**src/rtl/rca32_result_stage.sv**
```systemverilog
// rca32_result_stage: registered N/Z/C/V result stage behind the ripple-carry adder,
// with a 2-entry skid buffer, a sticky overflow flag and a delivered-result counter.
module rca32_result_stage #(
    parameter int W     = 32,
    parameter int CNT_W = 16
) (
    input  logic             clk,
    input  logic             rst_n,
    input  logic             in_valid,
    output logic             in_ready,
    input  logic [W-1:0]     in_sum,
    input  logic             in_cout,
    input  logic             in_a_msb,
    input  logic             in_b_msb,
    input  logic             in_sub,
    output logic             out_valid,
    input  logic             out_ready,
    output logic [W-1:0]     out_result,
    output logic [3:0]       out_flags,
    output logic             sticky_v,
    input  logic             clr_sticky,
    output logic [CNT_W-1:0] out_count
);
    typedef enum logic [1:0] {EMPTY, ONE, TWO} state_t;

    state_t         state;
    logic [W-1:0]   skid_result;
    logic [3:0]     skid_flags;
    logic [3:0]     in_flags;
    logic           in_xfer;
    logic           out_xfer;

    // For a subtract the carry-out is inverted so C reads as borrow.
    assign in_flags = {in_sum[W-1], in_sum == '0, in_cout ^ in_sub,
                       (in_a_msb == in_b_msb) && (in_sum[W-1] != in_a_msb)};
    assign in_xfer  = in_valid && in_ready;
    assign out_xfer = out_valid && out_ready;

    always_ff @(posedge clk or negedge rst_n) begin
        if (!rst_n) begin
            state       <= EMPTY;
            in_ready    <= 1'b1;
            out_valid   <= 1'b0;
            out_result  <= '0;
            out_flags   <= '0;
            skid_result <= '0;
            skid_flags  <= '0;
            sticky_v    <= 1'b0;
            out_count   <= '0;
        end else begin
            case (state)
                EMPTY: if (in_xfer) begin
                    out_result <= in_sum;
                    out_flags  <= in_flags;
                    out_valid  <= 1'b1;
                    state      <= ONE;
                end
                ONE: if (in_xfer && out_xfer) begin
                    out_result <= in_sum;
                    out_flags  <= in_flags;
                end else if (in_xfer) begin
                    skid_result <= in_sum;
                    skid_flags  <= in_flags;
                    in_ready    <= 1'b0;
                    state       <= TWO;
                end else if (out_xfer) begin
                    out_valid <= 1'b0;
                    state     <= EMPTY;
                end
                TWO: if (out_xfer) begin
                    out_result <= skid_result;
                    out_flags  <= skid_flags;
                    in_ready   <= 1'b1;
                    state      <= ONE;
                end
                default: begin
                    in_ready  <= 1'b1;
                    out_valid <= 1'b0;
                    state     <= EMPTY;
                end
            endcase
            sticky_v <= (out_xfer && out_flags[0]) ? 1'b1 : clr_sticky ? 1'b0 : sticky_v;
            if (out_xfer)
                out_count <= out_count + CNT_W'(1);
        end
    end
endmodule
```
**config.mk**
```make
export PLATFORM = sky130hd
export DESIGN_NAME = rca32_result_stage
export DESIGN_NICKNAME = d
export VERILOG_FILES = /design/src/rtl/rca32_result_stage.sv
export SDC_FILE = /design/constraint.sdc
export NUM_CORES = 1
export LEC_CHECK = 0
export CORE_MARGIN = 4
export CORE_UTILIZATION = 54
export CTS_CLUSTER_DIAMETER = 30
export DETAILED_ROUTE_END_ITERATION = 10
export PLACE_DENSITY_LB_ADDON = 0.12
export SKIP_LAST_GASP = 1
export SLEW_MARGIN = 0
export SYNTH_ARGS = -nofsm -noshare
export SYNTH_HDL_FRONTEND = slang
export SYNTH_SLANG_ARGS = --single-unit
```
**constraint.sdc**
```tcl
create_clock -name clk -period 2.5 [get_ports clk]
set_input_delay 0.75 -clock clk [delete_from_list [all_inputs] [get_ports clk]]
set_output_delay 0.75 -clock clk [all_outputs]
set_load 0.01 [all_outputs]
```
==> results of run 1 <==
[per-stage QoR]
stage | util, % | cells | hold WS [ns] | area [um^2] | power, mW
after floorplan | - | 333 | 0.448 | 4090 | 1.52
after global placement | 71.2 | 520 | 0.459 | 5190 | 1.64
after CTS | 73.9 | 536 | 0.325 | 5390 | 2.62
after global routing | 73.9 | 536 | 0.336 | 5390 | 2.71
final | 73.9 | 536 | 0.324 | 5390 | 2.61
after detailed placement | 71.2 | 520 | 0.466 | 5190 | 1.64
[final timing paths]
check	from	to	slack, ns	cells past startpoint
setup / recovery	in_ready$_DFFE_PN1P_	in_ready	0.26	1
hold / removal	rst_n	out_count[6]$_DFFE_PN0P_	0.32	1
max in group asynchronous	rst_n	skid_result[8]$_DFFE_PN0P_	1.59	2
min in group clk	out_count[15]$_DFFE_PN0P_	out_count[15]$_DFFE_PN0P_	0.48	1
setup reg to reg	state[1]$_DFFE_PN0P_	out_flags[1]$_DFFE_PN0P_	0.73	4
hold reg to reg	out_count[15]$_DFFE_PN0P_	out_count[15]$_DFFE_PN0P_	0.48	1
[cell type report]
cell class | count | share of cell area [%]
sequential | 91 | 42.3
multi-input combinational | 223 | 31.6
timing repair buffer | 104 | 20.0
clock buffer | 11 | 2.44
tap | 99 | 2.30
clock inverter | 5 | 1.16
inverter | 3 | 0.209
[cells by family (layout without fill, tap and decap cells)]
kind of cell,count (synthesis),after routing,share of synthesized area (%)
mux,67,67,19.8
buf+inv,19,123,3.06
fa+ha+maj,1,1,0.306
flops,91,91,55.7
simple gates,92,92,11.4
xor+xnor,16,16,3.43
compound gates,47,47,6.30
[routing by layer]
layer	vias to the layer above	part of all wire, %	wire length [um]	GRT usage (%)
met5	-	0	0	0
met4	0	1.5	134	6.97
met3	10	5.5	477	5.13
met2	87	48	4120	31.5
met1	1431	45	3940	28.3
li1	1367	-	-	-
[power by group through the flow]
stage	logic (mW)	registers, mW	clock network (mW)
global placement	0.141	1.50	0
detailed placement	0.143	1.50	0
floorplan	0.0230	1.50	0
finish	0.141	1.47	0.997
CTS	0.144	1.47	1.01
global route	0.156	1.47	1.08
[cells in the final DEF (no fill, tap or decap), types with 2 or more instances in the layout]
master / instances
sky130_fd_sc_hd__a21oi_1: 37
sky130_fd_sc_hd__and3_1: 2
sky130_fd_sc_hd__buf_12: 5
sky130_fd_sc_hd__buf_4: 5
sky130_fd_sc_hd__clkbuf_1: 2
sky130_fd_sc_hd__clkbuf_8: 9
sky130_fd_sc_hd__clkdlybuf4s50_1: 94
sky130_fd_sc_hd__clkinvlp_4: 2
sky130_fd_sc_hd__dfrtp_1: 90
sky130_fd_sc_hd__inv_1: 3
sky130_fd_sc_hd__mux2_2: 8
sky130_fd_sc_hd__mux2_4: 26
sky130_fd_sc_hd__mux2i_1: 33
sky130_fd_sc_hd__nand2_1: 15
sky130_fd_sc_hd__nand3_1: 7
sky130_fd_sc_hd__nand3b_1: 2
sky130_fd_sc_hd__nand4_1: 6
sky130_fd_sc_hd__nor2_1: 40
sky130_fd_sc_hd__nor4_1: 8
sky130_fd_sc_hd__o21a_1: 2
sky130_fd_sc_hd__o21ai_0: 3
sky130_fd_sc_hd__xnor2_1: 12
sky130_fd_sc_hd__xor2_1: 4
[registers in the layout, indices dropped and copies added (netlist names)]
name / count
out_result: 32
skid_result: 31
out_count: 16
skid_flags: 4
out_flags: 3
state: 2
in_ready: 1
out_valid: 1
sticky_v: 1
==> run_summary.xml, run 1 <==
<?xml version="1.0" encoding="UTF-8"?>
<metrics>
  <group name="power">
    <metric name="p_int" unit="mW">2.01</metric>
    <metric name="power_frac_clock" unit="%">38.2</metric>
    <metric name="power_density" unit="mW/mm^2">484</metric>
    <metric name="combPwrFrac" unit="%">5.4</metric>
    <metric name="power_switching_share" unit="%">22.8</metric>
    <metric name="switching_power" unit="mW">0.595</metric>
    <metric name="max-vdd-ir-drop" unit="mV">0.268</metric>
    <metric name="p_leak" unit="nW">2.43</metric>
    <metric name="seqPwrFrac" unit="%">56.4</metric>
  </group>
  <group name="setup_path">
    <metric name="critical_path.slowest_cell" unit="">sky130_fd_sc_hd__dfstp_2</metric>
    <metric name="critical_path.cell_chain" unit="">clkdlybuf4s50_1</metric>
    <metric name="timing.critical_path.required" unit="ns">1.75</metric>
    <metric name="cp_data_arrival_time" unit="ns">1.49</metric>
    <metric name="cp_max_fo" unit="">7</metric>
    <metric name="end_kind" unit="">output pin</metric>
    <metric name="critical_path.n_buffers_inverters" unit="">1</metric>
    <metric name="critical_path.top_delay_family" unit="">flip-flops</metric>
    <metric name="path_class" unit="">reg -&gt; out</metric>
    <metric name="startpoint_type" unit="">flop</metric>
    <metric name="worst_path_largest_cell_delay" unit="ns">0.59</metric>
  </group>
  <group name="timing">
    <metric name="finalSetupViolations" unit="">0</metric>
    <metric name="finalClockSkew" unit="ns">0.0139</metric>
    <metric name="worst_slack" unit="ns">0.259</metric>
    <metric name="worstMarginPinSlew" unit="ns">0.481</metric>
    <metric name="max_slew_margin" unit="%">67.9</metric>
    <metric name="rsz0062_at_grt" unit="">false</metric>
    <metric name="setup_total_negative_slack" unit="ns">0</metric>
    <metric name="min_period_over_period" unit="%">89.7</metric>
    <metric name="final-hold-violation-count" unit="">0</metric>
    <metric name="min_period" unit="ns">2.24</metric>
    <metric name="timing_max_transition_violations_final" unit="">0</metric>
    <metric name="max_freq" unit="GHz">0.446</metric>
  </group>
  <group name="detailed_routing">
    <metric name="final_antenna_net_count" unit="">0</metric>
    <metric name="drt_iter0_markers" unit="">92</metric>
    <metric name="post-route-drc-count" unit="">0</metric>
    <metric name="route.detailed.vias_per_inst" unit="">5.40</metric>
    <metric name="routed-via-count" unit="">2895</metric>
    <metric name="dr_wl_cell" unit="um">16.2</metric>
    <metric name="drt-total-wl" unit="mm">8.67</metric>
    <metric name="detailedRoute.firstPassIterationCount" unit="">5</metric>
  </group>
  <group name="synth">
    <metric name="post_synth_main_area_contributors" unit="">sky130_fd_sc_hd__dfrtp_1, sky130_fd_sc_hd__mux2_4, sky130_fd_sc_hd__mux2i_1</metric>
    <metric name="postSynthAreaPerCell" unit="um^2">12.3</metric>
    <metric name="synth_enable_flop_cells" unit="">0</metric>
    <metric name="yosysMostFrequentCell" unit="">sky130_fd_sc_hd__dfrtp_1</metric>
    <metric name="yosysTopAreaCell" unit="">sky130_fd_sc_hd__dfrtp_1</metric>
    <metric name="synthesis_warning_total" unit="">0</metric>
    <metric name="mappedNetlistArea" unit="mm^2">0.00409</metric>
    <metric name="syn-num-nets" unit="">375</metric>
    <metric name="ys_ff_latch" unit="">91</metric>
    <metric name="syn_inst" unit="">333</metric>
    <metric name="synth_largest_type_area_fraction" unit="%">55.1</metric>
    <metric name="synth_seq_area_share" unit="%">55.7</metric>
    <metric name="synth_cell_type_count" unit="">39</metric>
    <metric name="synth.cells.most_frequent" unit="">sky130_fd_sc_hd__dfrtp_1, sky130_fd_sc_hd__nor2_1, sky130_fd_sc_hd__a21oi_1</metric>
    <metric name="synth_top_flop_cell" unit="">sky130_fd_sc_hd__dfrtp_1</metric>
    <metric name="asr_flop_ratio_synth" unit="%">100</metric>
  </group>
  <group name="global_route">
    <metric name="grt.total_usage" unit="%">20.4</metric>
    <metric name="global_route_wire_length_before_repair" unit="mm">14.3</metric>
    <metric name="pin_count_of_the_biggest_net_entering_global_routing" unit="">46</metric>
    <metric name="grt_overflow_total" unit="">0</metric>
    <metric name="first_global_vias" unit="">2913</metric>
    <metric name="antenna_found_initial" unit="">0</metric>
  </group>
  <group name="final_layout">
    <metric name="post_route_cells_drive_above_1_share" unit="%">14.9</metric>
    <metric name="antenna_diode_count" unit="">0</metric>
    <metric name="area_growth_syn_to_layout" unit="%">31.8</metric>
    <metric name="nFillCells" unit="">547</metric>
    <metric name="layout.nets" unit="">474</metric>
    <metric name="multiInputGateArea" unit="mm^2">0.00170</metric>
    <metric name="ff_latch_area" unit="mm^2">0.00228</metric>
  </group>
  <group name="placement">
    <metric name="port_buffer_count" unit="">95</metric>
    <metric name="place_hpwl" unit="mm">6.32</metric>
    <metric name="gpl.final_weighted_congestion" unit="">0.823</metric>
    <metric name="place_ws" unit="ns">0.0810</metric>
  </group>
  <group name="floorplanning">
    <metric name="die_x" unit="um">95.0</metric>
    <metric name="dieArea" unit="mm^2">0.00903</metric>
    <metric name="fp-row-count" unit="">31</metric>
    <metric name="start_util" unit="%">56.1</metric>
    <metric name="die_height" unit="um">95.0</metric>
    <metric name="design.core.area" unit="mm^2">0.00729</metric>
    <metric name="ioPinCount" unit="">96</metric>
  </group>
  <group name="run">
    <metric name="cap_viol_max_count" unit="">0</metric>
  </group>
  <group name="clock_tree">
    <metric name="clkTransAtPathRegs" unit="ns">0.09</metric>
    <metric name="cts_made_buffers" unit="">9</metric>
    <metric name="post-cts-setup-buffers" unit="">0</metric>
    <metric name="clockBufferDepth" unit="">2</metric>
    <metric name="cts_hold_repair.buffers" unit="">0</metric>
    <metric name="h-tree-depth" unit="">3</metric>
    <metric name="insertion_delay" unit="ns">0.35</metric>
    <metric name="post_cts_resize_count" unit="">0</metric>
    <metric name="cts_root_buffer" unit="">sky130_fd_sc_hd__clkbuf_8</metric>
    <metric name="cts_tree" unit="">built</metric>
    <metric name="clkSinkCount" unit="">91</metric>
  </group>
  <group name="status">
    <metric name="status" unit="">finished clean</metric>
  </group>
  <group name="min_path">
    <metric name="worst_hold_path_type" unit="">in -&gt; async</metric>
  </group>
</metrics>
No activity file was read; power rests on OpenSTA's default activity.
==> run 2: changes to the inputs <==
--- a/config.mk
+++ b/config.mk
@@ -5,6 +5,7 @@
 export SDC_FILE = /design/constraint.sdc
 export NUM_CORES = 1
 export LEC_CHECK = 0
+export CAP_MARGIN = 10
 export CORE_MARGIN = 4
 export CORE_UTILIZATION = 54
 export CTS_CLUSTER_DIAMETER = 30
==> constraint.sdc (replaced) <==
create_clock -name clk -period 2.5 [get_ports clk]
set_input_delay 0.5 -clock clk [delete_from_list [all_inputs] [get_ports clk]]
set_output_delay 0.5 -clock clk [all_outputs]
set_load 0.01 [all_outputs]
==> run_summary.xml, run 2 (synthesis gave the netlist of run 1 again) <==
<?xml version="1.0" encoding="UTF-8"?>
<metrics>
  <group name="final_layout">
    <metric name="largest_register_ffs" unit="">32</metric>
    <metric name="mostFrequentLayoutCells" unit="">sky130_fd_sc_hd__clkdlybuf4s50_1, sky130_fd_sc_hd__dfrtp_1, sky130_fd_sc_hd__nor2_1</metric>
    <metric name="antenna_diode_count" unit="">0</metric>
    <metric name="ff_latch_area" unit="mm^2">0.00228</metric>
    <metric name="multiInputGateArea" unit="mm^2">0.00170</metric>
    <metric name="reg_top3" unit="">out_result x32, skid_result x31, out_count x16</metric>
    <metric name="layout.nets" unit="">476</metric>
    <metric name="final_core_utilization" unit="%">74.1</metric>
    <metric name="mostFrequentLayoutCell" unit="">sky130_fd_sc_hd__clkdlybuf4s50_1</metric>
    <metric name="nFillCells" unit="">553</metric>
    <metric name="top_register" unit="">out_result</metric>
    <metric name="post_route_cells_drive_above_1_share" unit="%">15.1</metric>
    <metric name="area_growth_syn_to_layout" unit="%">32.1</metric>
  </group>
  <group name="floorplanning">
    <metric name="die_height" unit="um">95.0</metric>
    <metric name="design.core.area" unit="mm^2">0.00729</metric>
    <metric name="fp-row-count" unit="">31</metric>
    <metric name="dieArea" unit="mm^2">0.00903</metric>
    <metric name="ioPinCount" unit="">96</metric>
    <metric name="die_x" unit="um">95.0</metric>
    <metric name="start_util" unit="%">56.1</metric>
  </group>
  <group name="power">
    <metric name="max-vdd-ir-drop" unit="mV">0.297</metric>
    <metric name="p_leak" unit="nW">2.45</metric>
    <metric name="totalPowerFinal" unit="mW">2.76</metric>
    <metric name="power_density" unit="mW/mm^2">511</metric>
  </group>
  <group name="status">
    <metric name="status" unit="">finished clean</metric>
  </group>
  <group name="clock_tree">
    <metric name="insertion_delay" unit="ns">0.35</metric>
    <metric name="clkSinkCount" unit="">91</metric>
    <metric name="clockBufferDepth" unit="">2</metric>
    <metric name="cts_root_buffer" unit="">sky130_fd_sc_hd__clkbuf_8</metric>
    <metric name="h-tree-depth" unit="">3</metric>
    <metric name="clkTransAtPathRegs" unit="ns">0.08</metric>
    <metric name="cts_made_buffers" unit="">9</metric>
    <metric name="post_cts_resize_count" unit="">0</metric>
    <metric name="cts_tree" unit="">built</metric>
  </group>
  <group name="global_route">
    <metric name="grt_overflow_total" unit="">0</metric>
    <metric name="pin_count_of_the_biggest_net_entering_global_routing" unit="">48</metric>
    <metric name="first_global_vias" unit="">2869</metric>
    <metric name="global_route_wire_length_before_repair" unit="mm">13.9</metric>
    <metric name="grt.total_usage" unit="%">20.1</metric>
    <metric name="antenna_found_initial" unit="">0</metric>
  </group>
  <group name="timing">
    <metric name="finalClockSkew" unit="ns">0.00882</metric>
    <metric name="min_period_over_period" unit="%">78.8</metric>
    <metric name="max_slew_margin" unit="%">74.3</metric>
    <metric name="timing_max_transition_violations_final" unit="">0</metric>
    <metric name="final-hold-violation-count" unit="">0</metric>
    <metric name="hold-worst-slack" unit="ns">0.476</metric>
    <metric name="setup_total_negative_slack" unit="ns">0</metric>
    <metric name="worst_slack" unit="ns">0.530</metric>
    <metric name="max_freq" unit="GHz">0.508</metric>
    <metric name="rsz0062_at_grt" unit="">false</metric>
    <metric name="min_period" unit="ns">1.97</metric>
    <metric name="worstMarginPinSlew" unit="ns">0.386</metric>
    <metric name="finalSetupViolations" unit="">0</metric>
  </group>
  <group name="detailed_routing">
    <metric name="post-route-drc-count" unit="">0</metric>
    <metric name="drt-total-wl" unit="mm">8.69</metric>
    <metric name="detailedRoute.firstPassIterationCount" unit="">4</metric>
    <metric name="dr_wl_cell" unit="um">16.2</metric>
    <metric name="route.detailed.vias_per_inst" unit="">5.44</metric>
    <metric name="routed-via-count" unit="">2915</metric>
    <metric name="drt_iter0_markers" unit="">136</metric>
    <metric name="final_antenna_net_count" unit="">0</metric>
  </group>
  <group name="setup_path">
    <metric name="worst_path_largest_cell_delay" unit="ns">0.59</metric>
    <metric name="end_kind" unit="">output pin</metric>
    <metric name="crit-reg2reg-launch" unit="">state[0]$_DFFE_PN0P_</metric>
    <metric name="critical_path.n_buffers_inverters" unit="">1</metric>
    <metric name="cp_max_fo" unit="">7</metric>
    <metric name="critical_path.slowest_cell" unit="">sky130_fd_sc_hd__dfstp_2</metric>
    <metric name="path_class" unit="">reg -&gt; out</metric>
    <metric name="cp_data_arrival_time" unit="ns">1.47</metric>
    <metric name="critical_path_depth" unit="">1</metric>
    <metric name="timing.critical_path.required" unit="ns">2.00</metric>
    <metric name="timing.critical_path.from" unit="">in_ready$_DFFE_PN1P_</metric>
    <metric name="critical_path.top_delay_family" unit="">flip-flops</metric>
    <metric name="reg2regPathDepth" unit="">5</metric>
    <metric name="critical_path.cell_chain" unit="">clkdlybuf4s50_1</metric>
    <metric name="startpoint_type" unit="">flop</metric>
  </group>
  <group name="placement">
    <metric name="port_buffer_count" unit="">95</metric>
    <metric name="place_ws" unit="ns">0.288</metric>
    <metric name="place_hpwl" unit="mm">6.31</metric>
    <metric name="gpl.final_weighted_congestion" unit="">0.780</metric>
  </group>
  <group name="min_path">
    <metric name="timing.hold.worst_path_depth" unit="">1</metric>
    <metric name="hold_path_startpoint" unit="">out_count[15]$_DFFE_PN0P_</metric>
    <metric name="worst_hold_path_type" unit="">reg -&gt; reg</metric>
  </group>
  <group name="run">
    <metric name="cap_viol_max_count" unit="">0</metric>
  </group>
</metrics>
-- run 2: cell count changes in the layout (fill, tap and decap cells not counted) --
cell	before	now
sky130_fd_sc_hd__buf_12	5	2
sky130_fd_sc_hd__buf_4	5	9
sky130_fd_sc_hd__bufinv_16	1	3
sky130_fd_sc_hd__clkbuf_1	2	0
sky130_fd_sc_hd__clkinv_2	0	1
sky130_fd_sc_hd__clkinvlp_4	2	0
sky130_fd_sc_hd__dlygate4sd3_1	0	1
sky130_fd_sc_hd__inv_6	1	0
-- run 2: layer usage --
| layer | wire, um | track usage [%] | vias up | part of all wire, % |
|---|---|---|---|---|
| met5 | 0 | 0 | - | 0 |
| met4 | 163 | 8.65 | 0 | 1.9 |
| met3 | 494 | 4.10 | 14 | 5.7 |
| met2 | 4100 | 31.5 | 93 | 47 |
| met1 | 3930 | 27.4 | 1431 | 45 |
| li1 | - | - | 1377 | - |
-- run 2: report_power, final --
group                 switching (mW)  internal (mW)
clock                          0.494          0.654
sequential     0.0000000000000000220           1.47
combinational                 0.0695         0.0747
-- run 2: cell type report --
cell class | count | area share (%)
Multi-Input combinational cell | 223 | 31.5
Clock buffer | 9 | 2.29
Clock inverter | 5 | 1.92
Tap cell | 99 | 2.29
Timing Repair Buffer | 106 | 19.6
Sequential cell | 91 | 42.2
Inverter | 3 | 0.208
-- run 2: final timing paths --
check	to	slack [ns]
min in group asynchronous	out_count[7]$_DFFE_PN0P_	0.56
max	in_ready	0.53
max in group asynchronous	in_ready$_DFFE_PN1P_	1.23
min	out_count[15]$_DFFE_PN0P_	0.48
max reg2reg	out_result[8]$_DFFE_PN0P_	0.85
min reg2reg	out_count[15]$_DFFE_PN0P_	0.48
-- run 2: repair_timing --
item | 4_1_cts | 5_1_grt
buffers inserted | 0 | 0
hold endpoints to repair | 1 | 0
hold buffers | 1 | 0
-- run 2: stage by stage --
| step | std cells | cell area [um^2] |
|---|---|---|
| final | 536 | 5400 |
| after global routing | 536 | 5400 |
| after CTS | 536 | 5400 |
| after detailed placement | 521 | 5160 |
| after global placement | 521 | 5160 |
| after floorplan | 333 | 4090 |
==> run 3: changes to the inputs <==
--- a/config.mk
+++ b/config.mk
@@ -7,7 +7,7 @@
 export LEC_CHECK = 0
 export CAP_MARGIN = 10
 export CORE_MARGIN = 4
-export CORE_UTILIZATION = 54
+export CORE_UTILIZATION = 50
 export CTS_CLUSTER_DIAMETER = 30
 export DETAILED_ROUTE_END_ITERATION = 10
 export PLACE_DENSITY_LB_ADDON = 0.12
==> constraint.sdc (replaced) <==
create_clock -name clk -period 1.87 [get_ports clk]
set_input_delay 0.374 -clock clk [delete_from_list [all_inputs] [get_ports clk]]
set_output_delay 0.374 -clock clk [all_outputs]
set_load 0.01 [all_outputs]
==> run_summary.xml, run 3 (synthesis gave the netlist of run 1 again) <==
<?xml version="1.0" encoding="UTF-8"?>
<metrics>
  <group name="final_layout">
    <metric name="final_core_utilization" unit="%">72.5</metric>
    <metric name="area_growth_syn_to_layout" unit="%">39.2</metric>
    <metric name="reg_top3" unit="">out_result x32, skid_result x31, out_count x16</metric>
    <metric name="finalInstanceArea" unit="mm^2">0.00569</metric>
    <metric name="antenna_diode_count" unit="">0</metric>
    <metric name="post_route_cells_drive_above_1_share" unit="%">20.4</metric>
    <metric name="mostFrequentLayoutCells" unit="">sky130_fd_sc_hd__clkdlybuf4s50_1, sky130_fd_sc_hd__dfrtp_1, sky130_fd_sc_hd__nor2_1</metric>
    <metric name="largest_register_ffs" unit="">32</metric>
    <metric name="mostFrequentLayoutCell" unit="">sky130_fd_sc_hd__clkdlybuf4s50_1</metric>
    <metric name="top_register" unit="">out_result</metric>
    <metric name="layout.nets" unit="">502</metric>
  </group>
  <group name="detailed_routing">
    <metric name="dr_wl_cell" unit="um">16.1</metric>
    <metric name="post-route-drc-count" unit="">0</metric>
    <metric name="detailedRoute.firstPassIterationCount" unit="">4</metric>
    <metric name="drt_iter0_markers" unit="">106</metric>
    <metric name="drt-total-wl" unit="mm">9.11</metric>
    <metric name="route.detailed.vias_per_inst" unit="">5.21</metric>
    <metric name="routed-via-count" unit="">2954</metric>
    <metric name="final_antenna_net_count" unit="">0</metric>
  </group>
  <group name="setup_path">
    <metric name="critical_path.cell_chain" unit="">clkdlybuf4s50_1</metric>
    <metric name="worst-r2r-setup-slack" unit="ns">0.28</metric>
    <metric name="critical_path.n_buffers_inverters" unit="">1</metric>
    <metric name="cp_max_fo" unit="">7</metric>
    <metric name="crit-reg2reg-launch" unit="">in_ready$_DFFE_PN1P_</metric>
    <metric name="timing.critical_path.required" unit="ns">1.50</metric>
    <metric name="critical_path.slowest_cell" unit="">sky130_fd_sc_hd__clkdlybuf4s50_1</metric>
    <metric name="worst_path_largest_cell_delay" unit="ns">0.58</metric>
    <metric name="startpoint_type" unit="">flop</metric>
    <metric name="path_class" unit="">reg -&gt; out</metric>
    <metric name="cp_data_arrival_time" unit="ns">1.39</metric>
    <metric name="critical_path.top_delay_family" unit="">buffers and inverters</metric>
    <metric name="reg2regPathDepth" unit="">4</metric>
    <metric name="end_kind" unit="">output pin</metric>
    <metric name="worst_reg2reg_endpoint" unit="">skid_result[19]$_DFFE_PN0P_</metric>
  </group>
  <group name="clock_tree">
    <metric name="clkTransAtPathRegs" unit="ns">0.09</metric>
    <metric name="clockBufferDepth" unit="">2</metric>
    <metric name="insertion_delay" unit="ns">0.35</metric>
    <metric name="cts_hold_repair.buffers" unit="">0</metric>
    <metric name="cts_tree" unit="">built</metric>
    <metric name="h-tree-depth" unit="">3</metric>
    <metric name="cts_root_buffer" unit="">sky130_fd_sc_hd__clkbuf_8</metric>
    <metric name="clkSinkCount" unit="">91</metric>
    <metric name="cts_made_buffers" unit="">9</metric>
    <metric name="post-cts-setup-buffers" unit="">0</metric>
  </group>
  <group name="timing">
    <metric name="setup_total_negative_slack" unit="ns">0</metric>
    <metric name="finalClockSkew" unit="ns">0.0103</metric>
    <metric name="rsz0062_at_grt" unit="">false</metric>
    <metric name="worstMarginPinSlew" unit="ns">0.517</metric>
    <metric name="final-hold-violation-count" unit="">2</metric>
    <metric name="max_slew_margin" unit="%">65.5</metric>
    <metric name="worst_slack" unit="ns">0.103</metric>
    <metric name="hold-worst-slack" unit="ns">-0.00607</metric>
    <metric name="max_freq" unit="GHz">0.566</metric>
    <metric name="timing_max_transition_violations_final" unit="">0</metric>
    <metric name="min_period" unit="ns">1.77</metric>
    <metric name="finalSetupViolations" unit="">0</metric>
    <metric name="min_period_over_period" unit="%">94.5</metric>
  </group>
  <group name="status">
    <metric name="status" unit="">complete, but fails checks</metric>
    <metric name="violations_in_the_final_reports" unit="">hold timing</metric>
  </group>
  <group name="global_route">
    <metric name="grt_overflow_total" unit="">0</metric>
    <metric name="global_route_wire_length_before_repair" unit="mm">15.4</metric>
    <metric name="antenna_found_initial" unit="">0</metric>
    <metric name="first_global_vias" unit="">3091</metric>
    <metric name="pin_count_of_the_biggest_net_entering_global_routing" unit="">39</metric>
    <metric name="grt.total_usage" unit="%">19.5</metric>
  </group>
  <group name="power">
    <metric name="max-vdd-ir-drop" unit="mV">0.392</metric>
    <metric name="p_leak" unit="nW">2.61</metric>
    <metric name="power_density" unit="mW/mm^2">666</metric>
  </group>
  <group name="floorplanning">
    <metric name="die_x" unit="um">98.4</metric>
    <metric name="dieArea" unit="mm^2">0.00969</metric>
    <metric name="die_height" unit="um">98.4</metric>
    <metric name="ioPinCount" unit="">96</metric>
    <metric name="fp-row-count" unit="">32</metric>
    <metric name="design.core.area" unit="mm^2">0.00785</metric>
    <metric name="start_util" unit="%">52.1</metric>
  </group>
  <group name="min_path">
    <metric name="worst_hold_path_type" unit="">in -&gt; async</metric>
  </group>
  <group name="run">
    <metric name="cap_viol_max_count" unit="">0</metric>
  </group>
  <group name="placement">
    <metric name="gpl.final_weighted_congestion" unit="">0.759</metric>
    <metric name="port_buffer_count" unit="">95</metric>
    <metric name="place_ws" unit="ns">-0.175</metric>
    <metric name="dpl-instance-area" unit="mm^2">0.00545</metric>
    <metric name="place_hpwl" unit="mm">6.63</metric>
  </group>
</metrics>
[run 3: worst max-delay path by stage]
stage / depth (start not counted) / end / start / slack (ns)
after floorplan: 4 / skid_result[10]$_DFFE_PN0P_ / in_ready$_DFFE_PN1P_ / 0.32
after global placement: 6 / out_flags[2]$_DFFE_PN0P_ / in_sum[30] / -0.17
after detailed placement: 6 / out_flags[2]$_DFFE_PN0P_ / in_sum[30] / -0.18
after CTS: 1 / out_valid / out_valid$_DFFE_PN0P_ / 0.08
after global routing: 1 / out_valid / out_valid$_DFFE_PN0P_ / 0.04
final: 1 / out_valid / out_valid$_DFFE_PN0P_ / 0.10
[run 3: metrics by stage]
step / power (mW) / hold WS [ns] / std cells
2_1_floorplan: 2.04 / 0.0784 / 333
3_3_place_gp: 2.23 / 0.383 / 551
3_5_place_dp: 2.24 / 0.389 / 551
4_1_cts: 3.82 / 0.00267 / 567
5_1_grt: 3.92 / 0.0227 / 567
6_report: 3.79 / -0.00607 / 567
[run 3: repair_timing]
item | in CTS | in global routing
pin swaps | 0 | 0
gates resized for setup | 1 | 1
endpoints found under the setup margin | 1 | 1
[run 3: final cells by class]
class / instances / area [um^2]
Timing Repair Buffer: 132 / 1330
Clock inverter: 5 / 100
Clock buffer: 11 / 141
Multi-Input combinational cell: 223 / 1710
Tap cell: 102 / 128
Fill cell: 599 / 2150
Inverter: 3 / 11.3
Sequential cell: 91 / 2280
[run 3: where the power goes]
part	total [mW]	leakage, nW	internal [mW]	switching (mW)
Clock	1.60	0.123	0.922	0.674
Combinational	0.230	1.22	0.129	0.100
Sequential	1.97	1.27	1.97	0.0000000000000000293
[run 3: layer usage]
metal	global-route usage, %	share of wire, %	vias up
li1	-	-	1427
met1	26.5	45	1456
met2	32.2	50	63
met3	3.40	4.2	8
met4	5.99	1.1	0
met5	0	0	-
